$ cat src/rtl/fpga_clk_div_gen.sv
// Multi-channel clock-enable divider. Each channel has a small register file
// with a two-state handshake, a shadowed divider value, and a lock indicator.
// A new divider is applied only at a period boundary (or at once when the
// channel is disabled), so an enabled channel never emits a shortened period.
module fpga_clk_div_gen #(
    parameter int NUM_CH   = 3,
    parameter int DIV_W    = 8,
    parameter int LOCK_CYC = 16,
    parameter int DIV_RST  = 1
) (
    input  logic                    ref_clk_i,
    input  logic                    rst_glob_i,
    input  logic [NUM_CH-1:0]       cfg_req_i,
    input  logic [NUM_CH-1:0][4:0]  cfg_add_i,
    input  logic [NUM_CH-1:0]       cfg_wrn_i,
    input  logic [NUM_CH-1:0][31:0] cfg_data_i,
    output logic [NUM_CH-1:0]       cfg_ack_o,
    output logic [NUM_CH-1:0][31:0] cfg_r_data_o,
    output logic [NUM_CH-1:0]       cfg_lock_o,
    output logic [NUM_CH-1:0]       clk_en_o
);

    typedef enum logic {
        IDLE = 1'b0,
        ACK  = 1'b1
    } cfgState_t;

    localparam logic [7:0]       LOCK_MAX = 8'(LOCK_CYC);
    localparam logic [DIV_W-1:0] DIV_INIT = DIV_W'(DIV_RST);

    for (genvar ch = 0; ch < NUM_CH; ch++) begin : gChan
        localparam logic [15:0] CH_ID = 16'(ch + 1);

        cfgState_t        state_q, state_d;
        logic             en_q, en_d;
        logic [DIV_W-1:0] div_q, div_d;
        logic [DIV_W-1:0] shadow_q, shadow_d;
        logic             pending_q, pending_d;
        logic [DIV_W-1:0] cnt_q, cnt_d;
        logic [7:0]       lockCnt_q, lockCnt_d;
        logic             ack_q, ack_d;
        logic [31:0]      rData_q, rData_d;
        logic             lock_q, lock_d;
        logic             clkEn_q, clkEn_d;
        logic             commit, wrap, apply, running;
        logic [DIV_W-1:0] wrDiv;
        logic             unusedData;

        // Upper write-data bits have no register behind them.
        assign unusedData = ^cfg_data_i[ch][31:DIV_W];

        // Next-state: handshake, register writes, divider apply, counters and
        // the values the registered outputs will show after this edge.
        always_comb begin
            commit    = (state_q == IDLE) && cfg_req_i[ch];
            wrap      = en_q && (cnt_q == div_q - DIV_W'(1));
            apply     = pending_q && (!en_q || wrap);
            state_d   = commit ? ACK : IDLE;
            ack_d     = commit;
            en_d      = en_q;
            shadow_d  = shadow_q;
            div_d     = apply ? shadow_q : div_q;
            pending_d = apply ? 1'b0 : pending_q;
            wrDiv     = cfg_data_i[ch][DIV_W-1:0];
            if (commit && !cfg_wrn_i[ch]) begin
                case (cfg_add_i[ch])
                    5'd0: en_d = cfg_data_i[ch][0];
                    5'd1: begin
                        shadow_d  = (wrDiv == '0) ? DIV_W'(1) : wrDiv;
                        pending_d = 1'b1;
                    end
                    default: ;
                endcase
            end
            running = en_q && en_d;
            cnt_d   = (!running || wrap) ? '0 : cnt_q + DIV_W'(1);
            if (!running || apply) begin
                lockCnt_d = '0;
            end else if (lockCnt_q != LOCK_MAX) begin
                lockCnt_d = lockCnt_q + 8'd1;
            end else begin
                lockCnt_d = lockCnt_q;
            end
            lock_d  = en_d && (lockCnt_d == LOCK_MAX);
            clkEn_d = en_d && (cnt_d == div_d - DIV_W'(1));
            rData_d = '0;
            if (commit && cfg_wrn_i[ch]) begin
                case (cfg_add_i[ch])
                    5'd0:    rData_d = {31'b0, en_d};
                    5'd1:    rData_d = 32'(shadow_d);
                    5'd2:    rData_d = {30'b0, pending_d, lock_d};
                    5'd3:    rData_d = {CH_ID, 16'h0002};
                    default: rData_d = '0;
                endcase
            end
        end

        // Channel state and registered outputs; reset aborts any transaction.
        always_ff @(posedge ref_clk_i or posedge rst_glob_i) begin
            if (rst_glob_i) begin
                state_q   <= IDLE;
                en_q      <= 1'b1;
                div_q     <= DIV_INIT;
                shadow_q  <= DIV_INIT;
                pending_q <= 1'b0;
                cnt_q     <= '0;
                lockCnt_q <= '0;
                ack_q     <= 1'b0;
                rData_q   <= '0;
                lock_q    <= 1'b0;
                clkEn_q   <= 1'b0;
            end else begin
                state_q   <= state_d;
                en_q      <= en_d;
                div_q     <= div_d;
                shadow_q  <= shadow_d;
                pending_q <= pending_d;
                cnt_q     <= cnt_d;
                lockCnt_q <= lockCnt_d;
                ack_q     <= ack_d;
                rData_q   <= rData_d;
                lock_q    <= lock_d;
                clkEn_q   <= clkEn_d;
            end
        end

        assign cfg_ack_o[ch]    = ack_q;
        assign cfg_r_data_o[ch] = rData_q;
        assign cfg_lock_o[ch]   = lock_q;
        assign clk_en_o[ch]     = clkEn_q;
    end

endmodule

$ cat config.mk
export PLATFORM = sky130hd
export DESIGN_NAME = fpga_clk_div_gen
export DESIGN_NICKNAME = d
export VERILOG_FILES = /design/src/rtl/fpga_clk_div_gen.sv
export SDC_FILE = /design/constraint.sdc
export NUM_CORES = 1
export LEC_CHECK = 0
export ABC_AREA = 1
export BUFFER_PORTS_ARGS = -buffer_cell sky130_fd_sc_hd__buf_2
export CAP_MARGIN = 15
export CORE_MARGIN = 2
export CORE_UTILIZATION = 45
export DETAILED_ROUTE_END_ITERATION = 10
export PLACE_DENSITY_LB_ADDON = 0.2
export RECOVER_POWER = 100
export SYNTH_ARGS = -nofsm -noshare
export SYNTH_HDL_FRONTEND = slang
export SYNTH_SLANG_ARGS = --single-unit
$ cat constraint.sdc
create_clock -name ref_clk_i -period 11 [get_ports ref_clk_i]
set_clock_uncertainty 0.05 [all_clocks]
set_input_delay 0.55 -clock ref_clk_i [delete_from_list [all_inputs] [get_ports ref_clk_i]]
set_output_delay 0.55 -clock ref_clk_i [all_outputs]
set_load 0.01 [all_outputs]
==> Word-level counts from Yosys, hierarchy flattened <==
Cells that the tools add are included.
{ "word_totals": {"regBits": 210, "word_cells": 162} }
{ "op_classes": {"addsub": 12, "eq_ne": 21, "muxes": 45, "bitwise_logic": 3, "n_reduce_logical": 48} }
{ "ops": {"columns": ["op", "count"], "rows": [
  ["$mux W8", 21],
  ["$pmux W18 S4", 2],
  ["$pmux W17 S4", 1],
  ["$add A8 B1 Y8 const B", 6],
  ["$eq A8 B8 Y1", 6],
  ["$sub A8 B1 Y8 const B", 6],
  ["$mux W18", 2],
  ["$eq A5 B2 Y1 const B", 6],
  ["$eq A8 B5 Y1 const B", 3],
  ["$logic_and A1 B1 Y1", 24],
  ["$logic_not A8 Y1", 3],
  ["$ne A8 B5 Y1 const B", 3],
  ["$mux W1", 18],
  ["$mux W17", 1],
  ["$eq A5 B1 Y1 const B", 3],
  ["$logic_not A5 Y1", 3],
  ["$logic_not A1 Y1", 9],
  ["$logic_or A1 B1 Y1", 9],
  ["$not A1 Y1", 3]
]} }

==> Depth between registers and ports, before layout <==
Gate-level depths: netlist of the first run.
{ "depth": {"word_depth": 12, "ltp_mapped": 27} }

==> Least setup slack after synthesis of the first run <==
Ideal clock, no wire load.
{ "synth_path": {"kind": "register -> register", "startpoint": "reg gChan[1].div_q[0]", "endpoint": "reg gChan[1].clkEn_q", "setup_ns": 0.116, "arrival_ns": 2.682, "t_required_ns": 10.834, "path_slack_ns": 8.152, "path_stages_with_launch": 22, "path_buffers": 1, "synth_period_minus_slack_ns": 2.848, "path_cell_list": "dfstp_2 inv_1 ha_1 xor2_1 nand2_1 nor2_1 nand3_1 nor2_2 nand2_2 nand2_4 nand2_4 buf_6 nand2_2 nand2_2 ha_1 or2_2 nand3_1 inv_1 nand2_1 nor2_1 nand4_1 nor2_1"} }
{ "synth_between": {"elab_chain_cells": 9} }
{ "synth_lines": {"columns": ["item", "line_no", "text"], "rows": [
  ["start: declaration", "36", "logic [DIV_W-1:0] div_q, div_d;"],
  ["start signal: assignment", "115", "div_q <= div_d;"],
  ["$sub A8 B1 Y8", "56", "wrap = en_q && (cnt_q == div_q - DIV_W'(1));"],
  ["$eq A8 B8 Y1", "56", null],
  ["$logic_and A1 B1 Y1", "56", null],
  ["$logic_or A1 B1 Y1", "57", "apply = pending_q && (!en_q || wrap);"],
  ["$logic_and A1 B1 Y1", "57", null],
  ["$mux W8", "62", "div_d = apply ? shadow_q : div_q;"],
  ["$sub A8 B1 Y8", "85", "clkEn_d = en_d && (cnt_d == div_d - DIV_W'(1));"],
  ["$eq A8 B8 Y1 (*)", "85", null],
  ["$logic_and A1 B1 Y1 (*)", "85", null],
  ["net gChan[1].clkEn_d", "44", "logic clkEn_q, clkEn_d;"],
  ["end signal: assignment", "123", "clkEn_q <= clkEn_d;"],
  ["end: declaration", "44", null]
]} }
The timed path passes the listed nets; every way through them passes the cells marked *.

==> flow_summary.json, run 1 <==
{
  "rows": 51,
  "syn_inst": 1213,
  "grt_pass1_vias": 6854,
  "grt_pass1_wl_um": 31600,
  "criticalPathCategory": "in -> async",
  "p_sw_share_pct": 30.1,
  "p_int_mw": 1.01,
  "violations": "capacitance limit, slew limit",
  "power_switching_uw": 432,
  "synth-seq-cells": 138,
  "cts.sinks": 138,
  "insertion_delay_ns": 0.43,
  "synth_cell_types": 40,
  "syn_area_per_cell_um2": 7.25,
  "firstDrtPassIters": 7,
  "clkPwrFrac_pct": 43.2,
  "pin_count": 224,
  "cpPeakStageDelay_ns": 2.91,
  "detail-route-antenna-nets": 0,
  "die_width_um": 144,
  "worstHoldPathType": "in -> reg",
  "ys_top_cells_by_area": "dfrtp_1, nand2_1, inv_1",
  "cts_root_buffer": "clkbuf_16",
  "syn_area_um2": 8800,
  "maxSlewViolCount": 141,
  "drc_errors": 0,
  "post_cts_buffers": 0,
  "antenna_found_initial": 0,
  "cts_buffers": 17,
  "combinationalPowerShare_pct": 17.2,
  "status": "finished with violations",
  "fin_setup_tns_ns": 0,
  "synth_top_cell_by_area": "dfrtp_1",
  "grt_usage_pct": 19.4,
  "period_share_pct": 51.5,
  "setup_viol": 0,
  "crit_chain": "buf_2 -> clkinvlp_2 -> clkbuf_1",
  "fin_ws_ns": 5.33,
  "max-cap-violations": 2,
  "initial_core_util_pct": 45.5,
  "post-place-ws_ns": 7.60,
  "worstPathRequired_ns": 10.56,
  "hold_viol": 0,
  "drive_above_1_share_pct": 10.6,
  "cellLeakagePower_nw": 5.24,
  "power_frac_seq_pct": 39.7,
  "dpl.hpwl_um": 14500,
  "layout_common_cells": "nand2_1, inv_1, dfrtp_1",
  "yosys_warnings": 0,
  "avgRoutedWirePerCell_um": 11.9,
  "die_y_um": 144,
  "fin_crit_ns": 5.67,
  "layout.nets": 1430,
  "power.density_nw_per_um2": 149,
  "wl_um": 18700,
  "postCtsHoldBufs": 0,
  "area_growth_pct": 9.43,
  "avgViaCountPerCell": 4.58,
  "dieArea_um2": 20700,
  "fmax_mhz": 177,
  "grt_overflow": 0,
  "fin_area_um2": 9630,
  "vias": 7204,
  "arrival_ns": 5.22,
  "cpMaxStageDelayCell": "clkbuf_1",
  "cts.reportedPaths.clkPinSlew_ns": 0.06,
  "n_fill_cell": 2007,
  "cp-end-kind": "asynchronous set/reset pin",
  "numPortBuffers": 83,
  "layout_commonest_cell": "nand2_1",
  "drtIter0Drc": 379,
  "htreeDepth": 4,
  "synth_top_area_share_pct": 36.7,
  "maxSlewHeadroom_pct": -166,
  "ys_seq_area_share_pct": 39.4,
  "grt_max_degree": 76,
  "worst_slew_pin_slew_ns": 3.99,
  "crit_buf_inv": 3,
  "cts_tree": "done",
  "core_um2": 19300,
  "path_delay_family": "buffers and inverters",
  "clockBufferDepth": 2,
  "cts-resized-gates": 0,
  "post_dp_cell_area_um2": 9160,
  "antenna_cells": 0,
  "critPathLaunchType": "primary input",
  "vdd_ir_drop_max_mv": 0.114,
  "rsz0062_at_grt": "false",
  "path_max_fanout": 75,
  "place.gp.congestion": 0.843
}
-- state kept, by name, summed over array words and instances, names as in the netlist --
| name | flops |
|---|---|
| gChan.lock_q | 3 |
| gChan.ack_q | 3 |
| gChan.en_q | 3 |
| gChan.shadow_q | 24 |
| gChan.rData_q | 27 |
| gChan.pending_q | 3 |
| gChan.div_q | 24 |
| gChan.lockCnt_q | 24 |
| gChan.cnt_q | 24 |
| gChan.clkEn_q | 3 |
-- power by group through the flow --
| stage | Clock, mW | Sequential, mW | Combinational (mW) |
|---|---|---|---|
| 5_1_grt | 0.657 | 0.576 | 0.287 |
| 3_5_place_dp | 0 | 0.581 | 0.256 |
| 3_3_place_gp | 0 | 0.580 | 0.251 |
| 4_1_cts | 0.635 | 0.573 | 0.257 |
| 2_1_floorplan | 0 | 0.574 | 0.220 |
| 6_report | 0.621 | 0.571 | 0.247 |
-- layout make-up --
type	instances	area, µm²	area share (%)
clock buffers	17	425	4.42
multi-input cells	833	3990	41.4
well taps	265	332	3.44
inverters	222	835	8.67
repair buffers	84	373	3.87
flip-flops and latches	138	3460	36.0
clock inverters	15	211	2.20
-- worst paths after layout --
path / from / endpoint / slack [ns] / depth (start not counted)
worst max-delay path: rst_glob_i / gChan[1].cnt_q[5] / 5.33 / 3
worst min-delay path: cfg_req_i[2] / gChan[2].ack_q / 0.31 / 3
worst max register to register: gChan[0].div_q[0] / gChan[0].clkEn_q / 7.28 / 21
worst min register to register: gChan[2].ack_q / gChan[2].ack_q / 0.41 / 1
max in group ref_clk_i: gChan[0].div_q[0] / gChan[0].clkEn_q / 7.28 / 21
min in group asynchronous: rst_glob_i / gChan[0].rData_q[16] / 0.87 / 2
-- cells by family (layout without fill, tap and decap cells) --
kind of cell / Yosys count / in the layout / synth area share [%]
buffers and inverters: 309 / 338 / 16.9
adders and majority gates: 15 / 15 / 2.13
other: 1 / 68 / 0.0426
and+or+nand+nor: 642 / 642 / 33.1
xor gates and xnor gates: 39 / 39 / 3.88
DFF: 138 / 138 / 39.4
muxes: 1 / 1 / 0.114
AOI/OAI and AO/OA: 68 / 68 / 4.48
-- cell usage after synthesis --
library cell,number
nand2_1,331
inv_1,206
dfrtp_1,129
nor2_1,96
nand3_1,95
buf_4,78
o21ai_0,36
nand2_2,23
xor2_1,23
nor3_1,18
nor4_1,18
inv_2,16
xnor2_1,16
ha_1,15
nand4_1,14
a21oi_1,13
dfstp_2,9
nand2_4,8
nand3b_1,8
nor2_2,8
or2_2,8
o21ai_2,6
nor2_4,5
buf_6,4
nand3_2,4
o21ai_1,4
a31oi_1,3
clkbuf_1,3
a311oi_1,2
buf_2,2
o21bai_1,2
or2_1,2
a21oi_2,1
and2_1,1
and3_1,1
conb_1,1
mux2i_1,1
nor3_4,1
nor4_2,1
o21ai_4,1
-- per-layer routing --
| metal | GRT usage [%] | wire length (µm) | vias to the layer above |
|---|---|---|---|
| met5 | 0 | 0 | - |
| met4 | 5.01 | 244 | 0 |
| met3 | 4.73 | 781 | 19 |
| met2 | 32.8 | 8810 | 146 |
| met1 | 25.0 | 8900 | 3277 |
| li1 | - | - | 3762 |
-- worst reg2reg max path, delay by kind of cell, from the launching register on --
family                     cells  cell delay (ns)
AOI/OAI and AO/OA              1             0.19
DFF                            1             0.53
buffers and inverters          2             0.16
and+or+nand+nor               16             2.04
adders and majority gates      2             0.68
-- per-stage QoR --
step | instances | power, mW | util [%] | hold WS (ns)
final | 1574 | 1.44 | 49.8 | 0.309
after CTS | 1574 | 1.47 | 50.7 | 0.168
after detailed placement | 1542 | 0.837 | 47.4 | 0.389
after global routing | 1574 | 1.52 | 49.8 | 0.312
after global placement | 1542 | 0.832 | 47.4 | 0.396
after floorplan | 1280 | 0.794 | - | 0.375
Note: power is estimated with default switching activity, not from simulation.
==> run 2: changes to the inputs <==
==> constraint.sdc (replaced) <==
create_clock -name ref_clk_i -period 5 [get_ports ref_clk_i]
set_clock_uncertainty 0.05 [all_clocks]
set_input_delay 0.25 -clock ref_clk_i [delete_from_list [all_inputs] [get_ports ref_clk_i]]
set_output_delay 0.25 -clock ref_clk_i [all_outputs]
set_load 0.01 [all_outputs]
==> run 2 against run 1 <==
- non-clock buffer count up 2
- via count is essentially flat
- the flow still finishes with violations (capacitance limit, slew limit)
- hold slack worse by 0.29 ns
- first-iteration DRC count is 14% lower
- sequential power grew 120%
==> flow_summary.json, run 2 (synthesized netlist as in run 1, its figures left out) <==
{
  "layout_commonest_cell": "nand2_1",
  "cpMostUsedCell": "nand2_1",
  "cts_root_buffer": "clkbuf_16",
  "fin_setup_tns_ns": 0,
  "clockBufferDepth": 2,
  "vias": 7197,
  "n_fill_cell": 1994,
  "p_total_mw": 3.03,
  "min-delay-start": "cfg_req_i[1]",
  "wl_um": 18600,
  "fmax_mhz": 271,
  "initial_core_util_pct": 45.5,
  "path_max_fanout": 14,
  "insertion_delay_ns": 0.42,
  "ff2ff_path_depth": 25,
  "numPortBuffers": 83,
  "cts-resized-gates": 0,
  "die_y_um": 144,
  "fin_ws_ns": 1.31,
  "cpPeakStageDelay_ns": 0.55,
  "worstHoldEndpoint": "gChan[1].ack_q",
  "place.gp.congestion": 0.837,
  "htreeDepth": 4,
  "cpMaxStageDelayCell": "dfstp_1",
  "antenna_cells": 0,
  "grt_pass1_wl_um": 31300,
  "firstDrtPassIters": 5,
  "worst_slew_pin_slew_ns": 2.55,
  "cts.reportedPaths.clkPinSlew_ns": 0.06,
  "min_path_cells": 3,
  "arrival_ns": 3.99,
  "rows": 51,
  "drc_errors": 0,
  "setup_viol": 0,
  "cts_tree": "done",
  "area_growth_pct": 8.97,
  "rsz0062_at_grt": "false",
  "holdWs_ns": 0.0182,
  "r2r_end": "gChan[2].clkEn_q",
  "cp-end-kind": "flip-flop",
  "avgRoutedWirePerCell_um": 11.8,
  "power.density_nw_per_um2": 316,
  "hold_viol": 0,
  "worstHoldPathType": "in -> reg",
  "largest_register_ffs": 27,
  "crit_cells": 25,
  "r2r-start": "gChan[2].div_q[0]",
  "drive_above_1_share_pct": 10.4,
  "maxSlewViolCount": 47,
  "violations": "capacitance limit, slew limit",
  "cts_buffers": 17,
  "crit_buf_inv": 3,
  "cts.sinks": 138,
  "maxSlewHeadroom_pct": -69.8,
  "drtIter0Drc": 326,
  "critPathLaunchType": "flip-flop",
  "r2r_setup_slack_ns": 1.31,
  "cellLeakagePower_nw": 5.22,
  "dpl.hpwl_um": 14400,
  "grt_pass1_vias": 6848,
  "largest-register": "gChan.rData_q",
  "period_share_pct": 73.9,
  "pin_count": 224,
  "layout_common_cells": "nand2_1, inv_1, dfrtp_1",
  "fin_crit_ns": 3.69,
  "post-place-ws_ns": 1.73,
  "status": "finished with violations",
  "avgViaCountPerCell": 4.57,
  "criticalPathCategory": "reg -> reg",
  "detail-route-antenna-nets": 0,
  "core_um2": 19300,
  "grt_usage_pct": 18.9,
  "dieArea_um2": 20700,
  "grt_max_degree": 94,
  "max-cap-violations": 1,
  "layout.nets": 1432,
  "vdd_ir_drop_max_mv": 0.265,
  "worstPathRequired_ns": 5.29,
  "die_width_um": 144,
  "grt_overflow": 0,
  "antenna_found_initial": 0,
  "path_delay_family": "simple AND/OR/NAND/NOR gates"
}
run 2: changes by cell type in the layout (fill, tap and decap cells not counted), moves of 2 or more:
cell           change
bufinv_16          -2
clkbuf_1           +3
clkinv_2           +4
clkinv_4           -2
clkinvlp_4         +2
dlygate4sd3_1      +2
inv_6              -4
run 2: worst reg2reg max path, stage by stage (launching register included):
cell     delay (ns)
dfstp_1        0.55
inv_1          0.11
ha_1           0.31
inv_1          0.04
nand2_1        0.05
nand2_1        0.04
nor2_1         0.12
nand2_1        0.06
inv_1          0.05
nand2_1        0.04
nor2_1         0.08
nand2_1        0.14
nand2_1        0.17
nand2_1        0.35
nand2_1        0.22
nand2_1        0.13
ha_1           0.33
nand4_1        0.09
nand2_1        0.05
nor2_1         0.09
nand2_1        0.06
nor2_1         0.09
nand4_1        0.11
nor2_1         0.11
nand2_1        0.06
nor2_1         0.10
run 2: worst max path at each step:
stage | endpoint | slack [ns] | start
floorplan | gChan[0].ack_q | 1.02 | rst_glob_i
global route | gChan[2].cnt_q[4] | 0.76 | rst_glob_i
CTS | gChan[0].clkEn_q | 1.70 | gChan[0].div_q[0]
detailed placement | gChan[0].clkEn_q | 1.73 | gChan[0].div_q[0]
global placement | gChan[0].clkEn_q | 1.73 | gChan[0].div_q[0]
finish | gChan[2].clkEn_q | 1.31 | gChan[2].div_q[0]
run 2: layout make-up:
class | count | area [µm²] | area share, %
Sequential cell | 138 | 3460 | 36.1
Inverter | 222 | 838 | 8.74
Clock inverter | 12 | 125 | 1.30
Multi-Input combinational cell | 833 | 3990 | 41.6
Clock buffer | 20 | 447 | 4.66
Timing Repair Buffer | 86 | 392 | 4.08
Tap cell | 265 | 332 | 3.46
run 2: metrics by stage:
| stage | utilization (%) | cell area [µm²] | std cells |
|---|---|---|---|
| finish | 49.6 | 9590 | 1576 |
| global route | 49.6 | 9590 | 1576 |
| CTS | 50.4 | 9750 | 1576 |
| detailed placement | 47.4 | 9160 | 1542 |
| global placement | 47.4 | 9160 | 1542 |
| floorplan | - | 9050 | 1280 |
run 2: report_power, final:
group	switching [mW]	internal (mW)
clock	0.483	0.743
sequential	0.0574	1.20
combinational	0.373	0.171
run 2: routing by layer:
metal,wire length (µm),GRT usage (%),vias to the layer above
met5,0,0,-
met4,286,5.47,0
met3,642,3.70,25
met2,8630,31.6,129
met1,9020,25.0,3281
li1,-,-,3762
run 2: repair_timing:
action | 4_1_cts | 5_1_grt
hold buffers | 2 | 0
endpoints found under the setup margin | 0 | 0
endpoints found under the hold margin | 19 | 0
buffers inserted | 0 | 0
